--- config.mk ---
export PLATFORM = sky130hd
export DESIGN_NAME = seg7_scan_driver
export DESIGN_NICKNAME = d
export VERILOG_FILES = /design/src/rtl/seg7_pkg.sv /design/src/rtl/bcd_to_seg7_dec.sv /design/src/rtl/seg7_scan_driver.sv
export SDC_FILE = /design/constraint.sdc
export NUM_CORES = 1
export LEC_CHECK = 0
export CAP_MARGIN = 20
export CORE_MARGIN = 2
export CORE_UTILIZATION = 45
export CTS_CLUSTER_DIAMETER = 150
export DETAILED_ROUTE_END_ITERATION = 7
export PLACE_DENSITY_LB_ADDON = 0.12
export SLEW_MARGIN = 20
export SYNTH_ARGS = -nofsm -noshare
export SYNTH_HDL_FRONTEND = slang
export SYNTH_SLANG_ARGS = --single-unit
--- constraint.sdc ---
create_clock -name clk -period 2.48 [get_ports clk]
set_clock_uncertainty 0.05 [all_clocks]
set_input_delay 0.372 -clock clk [delete_from_list [all_inputs] [get_ports clk]]
set_output_delay 0.372 -clock clk [all_outputs]
set_load 0.005 [all_outputs]
--- src/rtl/seg7_pkg.sv ---
// Shared types, segment constants and helpers for the 7-segment scan driver.
// Segment patterns are {a,b,c,d,e,f,g} in cathode polarity (1 = segment lit).
package seg7_pkg;

  typedef logic [3:0] bcd_t;

  localparam logic [6:0] SEG_0     = 7'b1111110;
  localparam logic [6:0] SEG_1     = 7'b0110000;
  localparam logic [6:0] SEG_2     = 7'b1101101;
  localparam logic [6:0] SEG_3     = 7'b1111001;
  localparam logic [6:0] SEG_4     = 7'b0110011;
  localparam logic [6:0] SEG_5     = 7'b1011011;
  localparam logic [6:0] SEG_6     = 7'b1011111;
  localparam logic [6:0] SEG_7     = 7'b1110000;
  localparam logic [6:0] SEG_8     = 7'b1111111;
  localparam logic [6:0] SEG_9     = 7'b1111011;
  localparam logic [6:0] SEG_BLANK = 7'b0000000;

  // Ceiling log2; returns 0 for values of 0 or 1.
  function automatic int clog2(input int value);
    int r;
    r = 0;
    for (int i = 0; i < 31; i++) begin
      if ((1 << i) < value) r = i + 1;
    end
    return r;
  endfunction

endpackage

--- src/rtl/bcd_to_seg7_dec.sv ---
// Combinational BCD to 7-segment decoder, cathode polarity.
// Codes 10..15 decode to the blank pattern; polarity is handled by the caller.
module bcd_to_seg7_dec
  import seg7_pkg::*;
(
  input  bcd_t       bcd,
  output logic [6:0] seg
);

  // Table lookup of the lit segments for one digit.
  always_comb begin
    seg = SEG_BLANK;
    case (bcd)
      4'd0:    seg = SEG_0;
      4'd1:    seg = SEG_1;
      4'd2:    seg = SEG_2;
      4'd3:    seg = SEG_3;
      4'd4:    seg = SEG_4;
      4'd5:    seg = SEG_5;
      4'd6:    seg = SEG_6;
      4'd7:    seg = SEG_7;
      4'd8:    seg = SEG_8;
      4'd9:    seg = SEG_9;
      default: seg = SEG_BLANK;
    endcase
  end

endmodule

--- src/rtl/seg7_scan_driver.sv ---
// Time-multiplexed N-digit 7-segment driver.
// A prescaler sets the dwell per digit; the digit index advances at each
// prescaler wrap. New BCD words are staged in a pending register and only
// committed to the display register at the frame wrap, so a frame never
// mixes old and new digits. The last cycle of every dwell is blanked to
// avoid ghosting onto the next digit.
// Optional build macro: SEG7_LEADING_ZERO_BLANK_EN (suppress leading zeros).
module seg7_scan_driver
  import seg7_pkg::*;
#(
  parameter int NUM_DIGITS = 4,
  parameter int SCAN_DIV   = 1000
) (
  input  logic                    clk,
  input  logic                    rst,
  input  logic [4*NUM_DIGITS-1:0] bcd_in,
  input  logic                    load,
  input  logic                    LED_type_ctl,
  output logic [6:0]              LED,
  output logic [NUM_DIGITS-1:0]   digit_en,
  output logic                    frame_tick
);

  localparam int IDX_W = (NUM_DIGITS > 1) ? clog2(NUM_DIGITS) : 1;
  localparam int PRE_W = clog2(SCAN_DIV);
  localparam logic [IDX_W-1:0] LAST_IDX = IDX_W'(NUM_DIGITS - 1);
  localparam logic [PRE_W-1:0] LAST_PRE = PRE_W'(SCAN_DIV - 1);

  logic [PRE_W-1:0]        prescaler;
  logic [IDX_W-1:0]        idx;
  logic [4*NUM_DIGITS-1:0] display;
  logic [4*NUM_DIGITS-1:0] pending;
  logic                    pending_valid;

  logic                    dwell_end;
  logic                    wrap;
  bcd_t                    cur_digit;
  logic                    lead_blank;
  logic [6:0]              dec_seg;
  logic [6:0]              pattern;
  logic [6:0]              led_next;
  logic [NUM_DIGITS-1:0]   onehot;
  logic [NUM_DIGITS-1:0]   en_next;

  // Frame wrap happens on the last dwell cycle of the last digit; frame_tick
  // is decoded from registered state so it is high exactly in that cycle.
  assign dwell_end  = (prescaler == LAST_PRE);
  assign wrap       = dwell_end && (idx == LAST_IDX);
  assign frame_tick = wrap;

  // Prescaler and digit index counters.
  always_ff @(posedge clk or posedge rst) begin
    if (rst) begin
      prescaler <= '0;
      idx       <= '0;
    end else if (dwell_end) begin
      prescaler <= '0;
      idx       <= (idx == LAST_IDX) ? '0 : idx + 1'b1;
    end else begin
      prescaler <= prescaler + 1'b1;
    end
  end

  // Staging of new BCD words; commit only at the frame wrap.
  always_ff @(posedge clk or posedge rst) begin
    if (rst) begin
      display       <= '0;
      pending       <= '0;
      pending_valid <= 1'b0;
    end else if (load && wrap) begin
      display       <= bcd_in;
      pending_valid <= 1'b0;
    end else if (load) begin
      pending       <= bcd_in;
      pending_valid <= 1'b1;
    end else if (wrap && pending_valid) begin
      display       <= pending;
      pending_valid <= 1'b0;
    end
  end

  // Select the BCD nibble of the active digit.
  always_comb begin
    cur_digit = '0;
    for (int i = 0; i < NUM_DIGITS; i++) begin
      if (idx == IDX_W'(i)) cur_digit = display[4*i +: 4];
    end
  end

`ifdef SEG7_LEADING_ZERO_BLANK_EN
  // Blank the active digit when it and all more-significant digits are zero;
  // digit 0 is never blanked so a zero value still shows one "0".
  always_comb begin
    logic upper_zero;
    upper_zero = 1'b1;
    lead_blank = 1'b0;
    for (int i = NUM_DIGITS - 1; i >= 1; i--) begin
      upper_zero = upper_zero && (display[4*i +: 4] == 4'd0);
      if ((idx == IDX_W'(i)) && upper_zero) lead_blank = 1'b1;
    end
  end
`else
  assign lead_blank = 1'b0;
`endif

  bcd_to_seg7_dec u_dec (
    .bcd (cur_digit),
    .seg (dec_seg)
  );

  // Next segment/strobe values: swap blanking, then display polarity.
  always_comb begin
    pattern  = (lead_blank || dwell_end) ? SEG_BLANK : dec_seg;
    led_next = LED_type_ctl ? ~pattern : pattern;
    onehot   = NUM_DIGITS'(1) << idx;
    en_next  = LED_type_ctl ? onehot : ~onehot;
  end

  // Registered display pins.
  always_ff @(posedge clk or posedge rst) begin
    if (rst) begin
      LED      <= '0;
      digit_en <= '0;
    end else begin
      LED      <= led_next;
      digit_en <= en_next;
    end
  end

endmodule

==> run summary, run 1 <==
Status: finished, final reports clean
Fin area: 0.003567 sq mm
Final Hold Violating Endpoints: 0
WL/cell: 15.01 microns
Mapped cell area: 0.002988 sq mm
CP endpoint kind: flip-flop
HPWL after DPL: 4085 microns
Max incr delay on CP: 0.41 ns
Post-Syn Area per Cell: 11.81 sq um
Number of max-cap violations: 0
Slew Limit Fails: 0
Minimum clock period: 2.317 ns
Endpoints failing setup: 0
First-pass GRT wire length: 9715 microns
Setup slack, reg-to-reg: 0.16 ns
Startpoint Class: flip-flop
Utilization after layout: 0.5586
Die X: 85.49 microns
Slew @ Worst Pin: 0.8106 ns
Post-Synth Adder-Cell Area: 0.04188
# IOs: 32
Die area: 0.007308 sq mm
Syn nets: 283
Worst EP arrival: 2.48 ns
Number of global-route vias before repair: 1989
Classification of the worst setup path: flip-flop to flip-flop
Cell Area, Placed: 0.003403 sq mm
# hold bufs at CTS: 0
Main combinational cell family by area after synthesis: compound AO/OA/AOI/OAI gates
Total gr overflow: 0
Post-synthesis cell type count: 52
Port Buffers: 31
Final std cells w/o fill: 371
Final period utilization: 0.9344
H-tree levels: 2
Clock Tree Root: clkbuf_8
Drt total wl: 5570 microns
Top cell family by delay on the critical path: compound AO/OA/AOI/OAI gates
Cell count after synthesis: 253
Dominant synthesized flop cell: dfrtp_1
Critical-path top delay cell: a211o_1
Sequential share of the synthesized area: 0.4690
Drc violations: 0
CORE AREA: 0.006386 sq mm
Seq cells post-synth: 56
DRT Pass-1 Iters: 4
TritonCTS Sinks: 56
Synth Area in XOR/XNOR: 0.04104
Via/cell ratio: 5.323
Worst Reg2Reg Path Length in Cells: 8
Slew HR: 0.4596
CTS buffer count: 5
Worst hold path class: primary input to asynchronous set/reset pin
P per Cell Area: 489.8 mW/mm^2
Cell Rows: 29
Worst Path Buf+Inv: 2
Diodes inserted: 0
Layout cell share with drive strength beyond 1: 0.2415
Setup TNS: 0 ns
Critical Path RT: 2.64 ns
Most frequent CP cell: mux2i_1
Area Overhead vs Synth: 19.39%
Placed insts: 360
Simple-Gate Fraction of Synth Area: 0.1206
Final ANT Viol Nets: 0
CP Depth: 8
Static Leak: 1.577 nW
Filler cells: 562
Crit path cell chain: inv_1, ha_1, buf_4, a211oi_2, a211o_1, mux2i_1, mux2i_1, nor2_1
DR vias: 1975
Die height: 85.49 microns
Mux cell area share after synthesis: 0.08710
RSZ-0062 raised after global routing: false
Initial antenna violation count: 0
Worst skew pair latency: 0.32 ns
Final #Nets: 323
Largest net degree at the start of global routing: 32
Placer Congestion: 0.8253
Max Root-Sink Buffers: 2
Post-synth EDFFs: 0
FMAX: 431.6 MHz
Total track usage: 0.1676
Worst VDD drop: 0.3350 mV
Initial core utilization: 0.4679
CTS tree: done
Synth Warn #: 0
Async set-reset flop share out of synthesis: 1.000
Complex-gate fraction of the synthesized area: 0.1880
Drt initial violations: 99
Largest fanout on the critical path: 8
Worst-path clk slew: 0.11 ns
==> synthesized netlist by cell type, types with 5 or more instances <==
master	instances	area share
and3_1	7	0.015
buf_2	7	0.012
buf_6	5	0.019
dfrtp_1	56	0.47
ha_1	10	0.042
inv_1	7	0.0088
mux2_1	10	0.038
mux2_2	6	0.023
mux2i_1	8	0.027
nand2_1	21	0.026
nor2_1	14	0.018
nor2b_1	6	0.013
o21ai_0	8	0.013
o21ai_1	7	0.012
o21ai_2	10	0.029
o22ai_1	5	0.010
o22ai_2	10	0.042
xnor2_1	12	0.035
==> routing by layer <==
layer	wire (microns)	vias to the layer above	GRT usage
li1	-	977	-
met1	2767	954	0.2478
met2	2570	38	0.2507
met3	159	6	0.03016
met4	73	0	0.05195
met5	0	-	0
==> flip-flops by register name, indices dropped and copies added, names as in the netlist <==
| register | count |
|---|---|
| pending | 16 |
| LED | 7 |
| digit_en | 4 |
| prescaler | 10 |
| idx | 2 |
| display | 16 |
| pending_valid | 1 |
==> cells by family (layout without fill, tap and decap cells) <==
kind of cell / after synthesis / count (layout)
AOI/OAI and AO/OA: 60 / 60
xor gates and xnor gates: 14 / 14
adders and majority gates: 10 / 10
buffers and inverters: 24 / 65
DFF: 56 / 56
muxes: 24 / 24
and+or+nand+nor: 65 / 65
==> final cells by class <==
| cell class | instances | area (sq um) | area share |
|---|---|---|---|
| multi-input cells | 173 | 1454 | 0.4076 |
| flip-flops and latches | 56 | 1403 | 0.3932 |
| repair buffers | 48 | 465.4 | 0.1305 |
| well taps | 77 | 96.34 | 0.02701 |
| clock buffers | 5 | 68.82 | 0.01929 |
| clock inverters | 3 | 46.29 | 0.01298 |
| inverters | 9 | 33.78 | 0.009470 |
==> where the power goes <==
group / switching, mW / internal, mW / total [mW]
sequential: 0.0166 / 0.947 / 0.964
combinational: 0.0713 / 0.0925 / 0.164
clock: 0.315 / 0.305 / 0.619
==> metrics by stage <==
stage	hold WS (ns)	setup slack (ns)	power [mW]
6_report	0.3277	0.1628	1.747
5_1_grt	0.3772	0.008392	1.827
4_1_cts	0.3510	0.003487	1.767
3_5_place_dp	0.4259	0.1140	1.150
3_3_place_gp	0.4193	0.1609	1.146
2_1_floorplan	0.3973	0.02938	1.068
==> cell usage in the layout, fill, tap and decap left out, types with 8 or more instances in the layout <==
master and count:
nor2_1 14, buf_4 15, dfrtp_1 55, xnor2_1 12
o21ai_0 8, clkdlybuf4s50_1 30, o22ai_2 10, o21ai_2 10
mux2_1 10, mux2i_1 8, nand2_1 21, ha_1 9
==> path summary, 6_finish.rpt <==
kind / startpoint / endpoint
worst max-delay path: idx[0] / LED[3]
worst min register to register: prescaler[4] / prescaler[4]
worst max register to register: idx[0] / LED[3]
worst min-delay path: rst / pending[4]
min in group clk: prescaler[4] / prescaler[4]
max in group asynchronous: rst / display[15]
==> repair_timing <==
action,4_1_cts,5_1_grt
endpoints found under the hold margin,0,0
pin swaps,0,1
setup endpoints to repair,1,2
setup buffers,1,2
resized for setup,2,4
No activity file was read; power rests on OpenSTA's default activity.
==> run 2, diff against run 1 <==
--- a/config.mk
+++ b/config.mk
@@ -5,10 +5,12 @@
 export SDC_FILE = /design/constraint.sdc
 export NUM_CORES = 1
 export LEC_CHECK = 0
+export ABC_CLOCK_PERIOD_IN_PS = 2480
 export CAP_MARGIN = 20
 export CORE_MARGIN = 2
 export CORE_UTILIZATION = 45
 export CTS_CLUSTER_DIAMETER = 150
+export CTS_CLUSTER_SIZE = 25
 export DETAILED_ROUTE_END_ITERATION = 7
 export PLACE_DENSITY_LB_ADDON = 0.12
 export SLEW_MARGIN = 20
==> results of run 2 <==
Same layout as run 1: the final DEF is identical, and so are final timing and power.
